### config.mk
export PLATFORM = sky130hd
export DESIGN_NAME = music_view_sequencer
export DESIGN_NICKNAME = d
export VERILOG_FILES = /design/src/rtl/music_view_sequencer.sv
export SDC_FILE = /design/constraint.sdc
export NUM_CORES = 1
export LEC_CHECK = 0
export CORE_ASPECT_RATIO = 0.9
export CORE_MARGIN = 2
export CORE_UTILIZATION = 56
export CTS_BUF_LIST = sky130_fd_sc_hd__clkbuf_2 sky130_fd_sc_hd__clkbuf_4 sky130_fd_sc_hd__clkbuf_8
export DETAILED_ROUTE_END_ITERATION = 16
export GPL_ROUTABILITY_DRIVEN = 0
export GPL_TIMING_DRIVEN = 0
export PLACE_DENSITY = 0.8
export SLEW_MARGIN = 40
export SYNTH_ARGS = -nofsm -noshare
export SYNTH_HDL_FRONTEND = slang
export SYNTH_SLANG_ARGS = --single-unit
### constraint.sdc
create_clock -name EGO1_Clock -period 2.3 [get_ports EGO1_Clock]
set_input_delay 0.23 -clock EGO1_Clock [delete_from_list [all_inputs] [get_ports EGO1_Clock]]
set_output_delay 0.23 -clock EGO1_Clock [all_outputs]
set_load 0.005 [all_outputs]
### src/rtl/music_view_sequencer.sv
// music_view_sequencer: beat-paced four-track note scroller fed by a valid/ready note source.
module music_view_sequencer #(
    parameter int unsigned BEAT_DIV = 50_000_000
) (
    input  logic       EGO1_Clock,
    input  logic       reset,
    input  logic       play,
    input  logic       step,
    input  logic       note_valid,
    input  logic [5:0] note_data,
    input  logic       note_last,
    output logic       note_ready,
    output logic [5:0] track0,
    output logic [5:0] track1,
    output logic [5:0] track2,
    output logic [5:0] track3,
    output logic       beat_tick,
    output logic [1:0] state,
    output logic       underrun
);
    typedef enum logic [1:0] {IDLE = 2'b00, FETCH = 2'b01, WAIT = 2'b10, DRAIN = 2'b11} state_t;
    localparam logic [31:0] LAST = 32'(BEAT_DIV - 1);
    state_t      st;
    logic [31:0] cnt;
    logic [2:0]  dcnt;
    logic        first;
    logic        beating;
    assign state      = st;
    assign note_ready = st == FETCH;
    assign beating    = st == WAIT || st == DRAIN;
    assign beat_tick  = beating && (play ? cnt == LAST : step);
    always_ff @(posedge EGO1_Clock) begin
        if (reset) begin
            st       <= IDLE;
            cnt      <= '0;
            dcnt     <= '0;
            first    <= 1'b0;
            underrun <= 1'b0;
            track0   <= '0;
            track1   <= '0;
            track2   <= '0;
            track3   <= '0;
        end else begin
            first <= st == WAIT && beat_tick;
            if (beating)
                cnt <= beat_tick ? '0 : play ? cnt + 32'd1 : cnt;
            case (st)
                IDLE: st <= play ? FETCH : IDLE;
                FETCH: begin
                    if (first && !note_valid)
                        underrun <= 1'b1;
                    if (note_valid) begin
                        {track0, track1, track2, track3} <= {track1, track2, track3, note_data};
                        cnt  <= '0;
                        dcnt <= '0;
                        st   <= note_last ? DRAIN : WAIT;
                    end
                end
                WAIT: st <= beat_tick ? FETCH : WAIT;
                DRAIN: begin
                    if (beat_tick) begin
                        {track0, track1, track2, track3} <= {track1, track2, track3, 6'd0};
                        dcnt <= dcnt == 3'd3 ? 3'd0 : dcnt + 3'd1;
                        st   <= dcnt == 3'd3 ? IDLE : DRAIN;
                    end
                end
            endcase
        end
    end
endmodule
---- After elaboration in Yosys (flattened, before gate mapping) ----
Cells that the tools add are included.
Widths: inputs -> output; s select.
operators by class
  equality and inequality tests ........... 7
  mux-type cells .......................... 29
  reductions and logical operators ........ 10
  add/sub/neg operators ................... 2
operators with widths
  cell                   count
  $mux 32                5
  $mux 6                 8
  $pmux 6 s2             4
  $add 32x1->32 const B  1
  $eq 32x26->1 const B   1
  $mux 3                 3
  $mux 2                 4
  $pmux 2 s4             1
  $pmux 3 s2             1
  $eq 2x2->1 const B     2
  $ne 2x2->1 const B     2
  $reduce_and 2->1       2
  $add 3x1->3 const B    1
  $eq 3x2->1 const B     1
  $logic_and 1x1->1      3
  $mux 1                 3
  $reduce_and 3->1       1
  $eq 2x1->1 const B     1
  $logic_not 2->1        1
  $reduce_bool 2->1      1
  $logic_not 1->1        1
  $logic_or 1x1->1       1
word-level totals
  output and inout bits ................... 29
  bits of input ports ..................... 12
  word-level logic and storage cells ...... 57
  register bits ........................... 63

---- Depth between registers and ports, before layout ----
  depth in word-level cells ............... 7
  gate-level depth with buffers ........... 7
  gate-level depth less buffers ........... 6

---- Worst setup path after synthesis ----
Ideal clock, no wire load.
  path type ............................... register to register
  start ................................... register cnt[0]
  end ..................................... register track2[0]
  setup slack ............................. 0.507 ns
  required time ........................... 2.228 ns
  clock period less this slack ............ 1.793 ns
  setup time .............................. 0.072 ns
  cell stages (with the launch flop) ...... 8
  arrival ................................. 1.722 ns
  cells stage by stage .................... dfxtp_1 ha_1 and4_1 and4_1 and4_4 or2_1 buf_4 mux2i_1
on the way
  word-level cells in the longest chain between the ends .. 5
RTL lines
  item                               line  RTL
  start: declaration                 24    logic [31:0] cnt;
  start signal: assignment           46    cnt <= beat_tick ? '0 : play ? cnt + 32'd1 : cnt;
  $eq 32x26->1                       31    assign beat_tick = beating && (play ? cnt == LAST : step);
  $mux 1                             31
  $logic_and 1x1->1                  31
  $ne 2x2->1 (no source line)        n/a
  $reduce_and 3->1 (no source line)  n/a
  end signal: assignment             53    {track0, track1, track2, track3} <= {track1, track2, track3, note_data};
  end signal: assignment             62    {track0, track1, track2, track3} <= {track1, track2, track3, 6'd0};
  end: declaration                   15    output logic [5:0] track2,
Every way passes these cells.
A chain may end at the register's enable or synchronous reset.

---- Worst setup path in the final report ----
  start ................................... register cnt[18]
  end ..................................... output port beat_tick
on the way
  word-level cells in the longest chain between the ends .. 3
RTL lines
  item               line  RTL
  $eq 32x26->1       31
  $mux 1             31
  $logic_and 1x1->1  31
  end: declaration   17    output logic beat_tick,
Every way passes these cells.

==> run metrics <==
Synth area leader dfxtp_1; ANT cells 0; Final ANT Viol Nets 0; Tcrit/Tclk final 91.2%; sequential area share after synthesis 45.1%; Slowest-stage cell, CP dfxtp_1; max-slew violations 0; setup TNS 0 ns; TritonCTS buffer count 9; Highest Clock Rate 0.477 GHz; Reg2Reg Launch Point cnt[18]; post-synthesis mux area share 6.44%; dpl ws 0.0457 ns; Die Footprint 5580 sq um; dpl cells 417; sw frac 21.9%; remaining global-route overflow 0; xor/xnor share of the synthesized area 9.39%; Cells after Synth 313; Worst Tran Pin Value 0.674 ns; register area 1270 sq um; Clk pin slew, worst setup/hold paths 0.06 ns; global-route usage over all layers 25.9%; Seq cells post-synth 63; Adder-Cell Fraction of Synth Area 0.894%; Vias 2412; switching power 0.510 mW; drt total wl 6660 um; cell with the most instances after synthesis dfxtp_1; filler cell count 357; RSZ-0062 raised after global routing no; Synth top cells by count dfxtp_1, nand2_1, nor2_1; CP Max Fanout 6; PnR worst setup slack 0.203 ns; status complete, no violations; share of cells above drive strength 1 13.4%; # IOs 41; Synth area leaders dfxtp_1, xor2_1, mux2i_1; Hold Startpoint reset; logic gate share of total power 7.2%; syn avg cell area 8.94 sq um; placement row count 24; leakage 1.37 nW; Compound-Gate Fraction of Synth Area 5.77%; multi-input combinational cell area 1480 sq um; nets@finish 382; Hold Fails Final Rpt 0; Setup crit end kind output port; Power Density 653 nW/um^2; initial antenna violation count 0; sequence of cells on the critical path nor4b_2 -> and4_1 -> nand3_2 -> nand2_2 -> and2_1 -> dlygate4sd2_1; worst endpoint required time 2.07 ns; cts hold-fix bufs 0; reg2reg setup slack 0.28 ns; P&R area growth vs syn 27.4%; Port Buf Inserts 39; Vert. Die Dim 71.1 um; DR WL/cell 15.2 um; drt pass-1 iters 5; DPL Wire Length 4450 um; Peak VDD IR 0.530 mV; post-synth cell types 44; Rel. slew slack 54.9%; CP arrival 1.87 ns; Clock Latency Late Sink 0.34 ns; most common flop cell mapped by yosys dfxtp_1; Worst Hold Class input port to flip-flop; DRC violations left 0; Worst Hold End underrun; Sink Count 63; internal power 1.82 mW; max-cap violation count 0; pin count of the biggest net entering global routing 11; fin crit period 2.10 ns; Initial Util 57.9%; Synth Cell Area 2800 sq um; kind of critical path flip-flop to output port; CTS tree done; Clk pwr share 45.1%; core area 4830 sq um; Die Wd 78.5 um; ys async rst share 0%; worst hold stages 2; depth of the most critical reg-to-reg path 7; Power, Total 2.33 mW; global-route wire length before repair 11200 um; Finished Layout Cells 437; Worst Skew 0.00935 ns; Max Root-Sink Buffers 2; H-tree levels 3; Layout Utilization 73.8%; R2R Path End track1[2]; clk root buf clkbuf_8; vias per inst 5.52; CP peak stage delay 0.39 ns; # setup viols final 0; Yosys warning count 0; number of synthesized flops with an enable pin 0; Yosys top cell area share 45.1%; Syn Nets 327; share of power burned in registers 47.8%; post-synthesis simple-gate area fraction 29.0%; largest family of logic cells by synthesized area simple AND/OR/NAND/NOR gates; initial drt markers 112; Worst setup SP type flip-flop; vias in the first global route 2423
==> area by class of cell <==
class	instances	area share (%)
Timing Repair Buffer	44	12.0
Sequential cell	63	35.6
Tap cell	65	2.28
Clock inverter	4	1.96
Clock buffer	11	4.07
Buffer	13	1.96
Inverter	7	0.737
Multi-Input combinational cell	230	41.5
==> critical path, delay by kind of cell, from the launching register on <==
kind	cells	cell delay (ns)
flip-flops	1	0.39
buffers and inverters	1	0.23
AND/OR/NAND/NOR	5	0.91
==> routing by layer <==
layer	share of wire [%]	up-vias	routed length [um]	track usage, %
met5	0	-	0	0
met4	1.9	0	127	11.1
met2	47	75	3120	41.1
met1	45	1129	3030	33.5
met3	5.8	14	386	6.51
li1	-	1194	-	-
==> cell usage in the layout, fill, tap and decap left out, types with 2 or more instances in the layout <==
master and instances:
nand2b_1 2, buf_2 5, nor4_1 3, buf_4 7
and2_1 5, o21ai_1 9, clkbuf_8 10, nor2_1 37
and3_1 6, clkinv_2 2, nand3_1 11, o21ai_0 5
a31oi_1 3, nor3b_1 2, nor2_2 2, xnor2_1 8
inv_1 7, and4_1 5, nor3_1 3, mux2i_1 18
bufinv_16 2, and4_4 4, dfxtp_2 3, clkbuf_1 5
dfxtp_1 59, nand2_1 45, xor2_1 22, a21oi_1 2
nand4_1 15, clkdlybuf4s50_1 38
==> through the flow <==
step           area, sq um  hold WS, ns
3_3_place_gp          3270        0.444
3_5_place_dp          3270        0.446
2_1_floorplan         2800        0.345
4_1_cts               3570        0.222
5_1_grt               3570        0.264
6_report              3570        0.243
==> power by group through the flow <==
stage	logic (mW)	clock network [mW]	registers, mW
after global routing	0.183	1.11	1.11
after CTS	0.166	1.07	1.11
after global placement	0.157	0	1.14
final	0.167	1.05	1.11
after detailed placement	0.158	0	1.14
after floorplan	0.0905	0	1.14
==> timing repair <==
item                                    4_1_cts  5_1_grt
setup buffers                                 5        0
hold endpoints to repair                      0        0
resized for setup                            14        0
endpoints found under the setup margin        1        0
==> logic make-up after synthesis <==
logic type,count (synthesis)
buffers and inverters,20
AOI/OAI and AO/OA,26
xor gates and xnor gates,30
muxes,18
adders and majority gates,2
DFF,63
and+or+nand+nor,154
==> state kept, by name (all words and copies together) (netlist names) <==
register  cells
track1        6
state         2
cnt          32
track2        6
track0        6
underrun      1
dcnt          3
first         1
track3        6
==> worst max path at each step <==
stage / from / to / slack [ns]
after CTS: cnt[0] / beat_tick / 0.24
after global placement: play / cnt[31] / 0.04
after floorplan: cnt[0] / track2[0] / 0.51
final: cnt[18] / beat_tick / 0.20
after global routing: cnt[15] / beat_tick / 0.07
after detailed placement: play / beat_tick / 0.05
(Power assumes the default switching activity.)
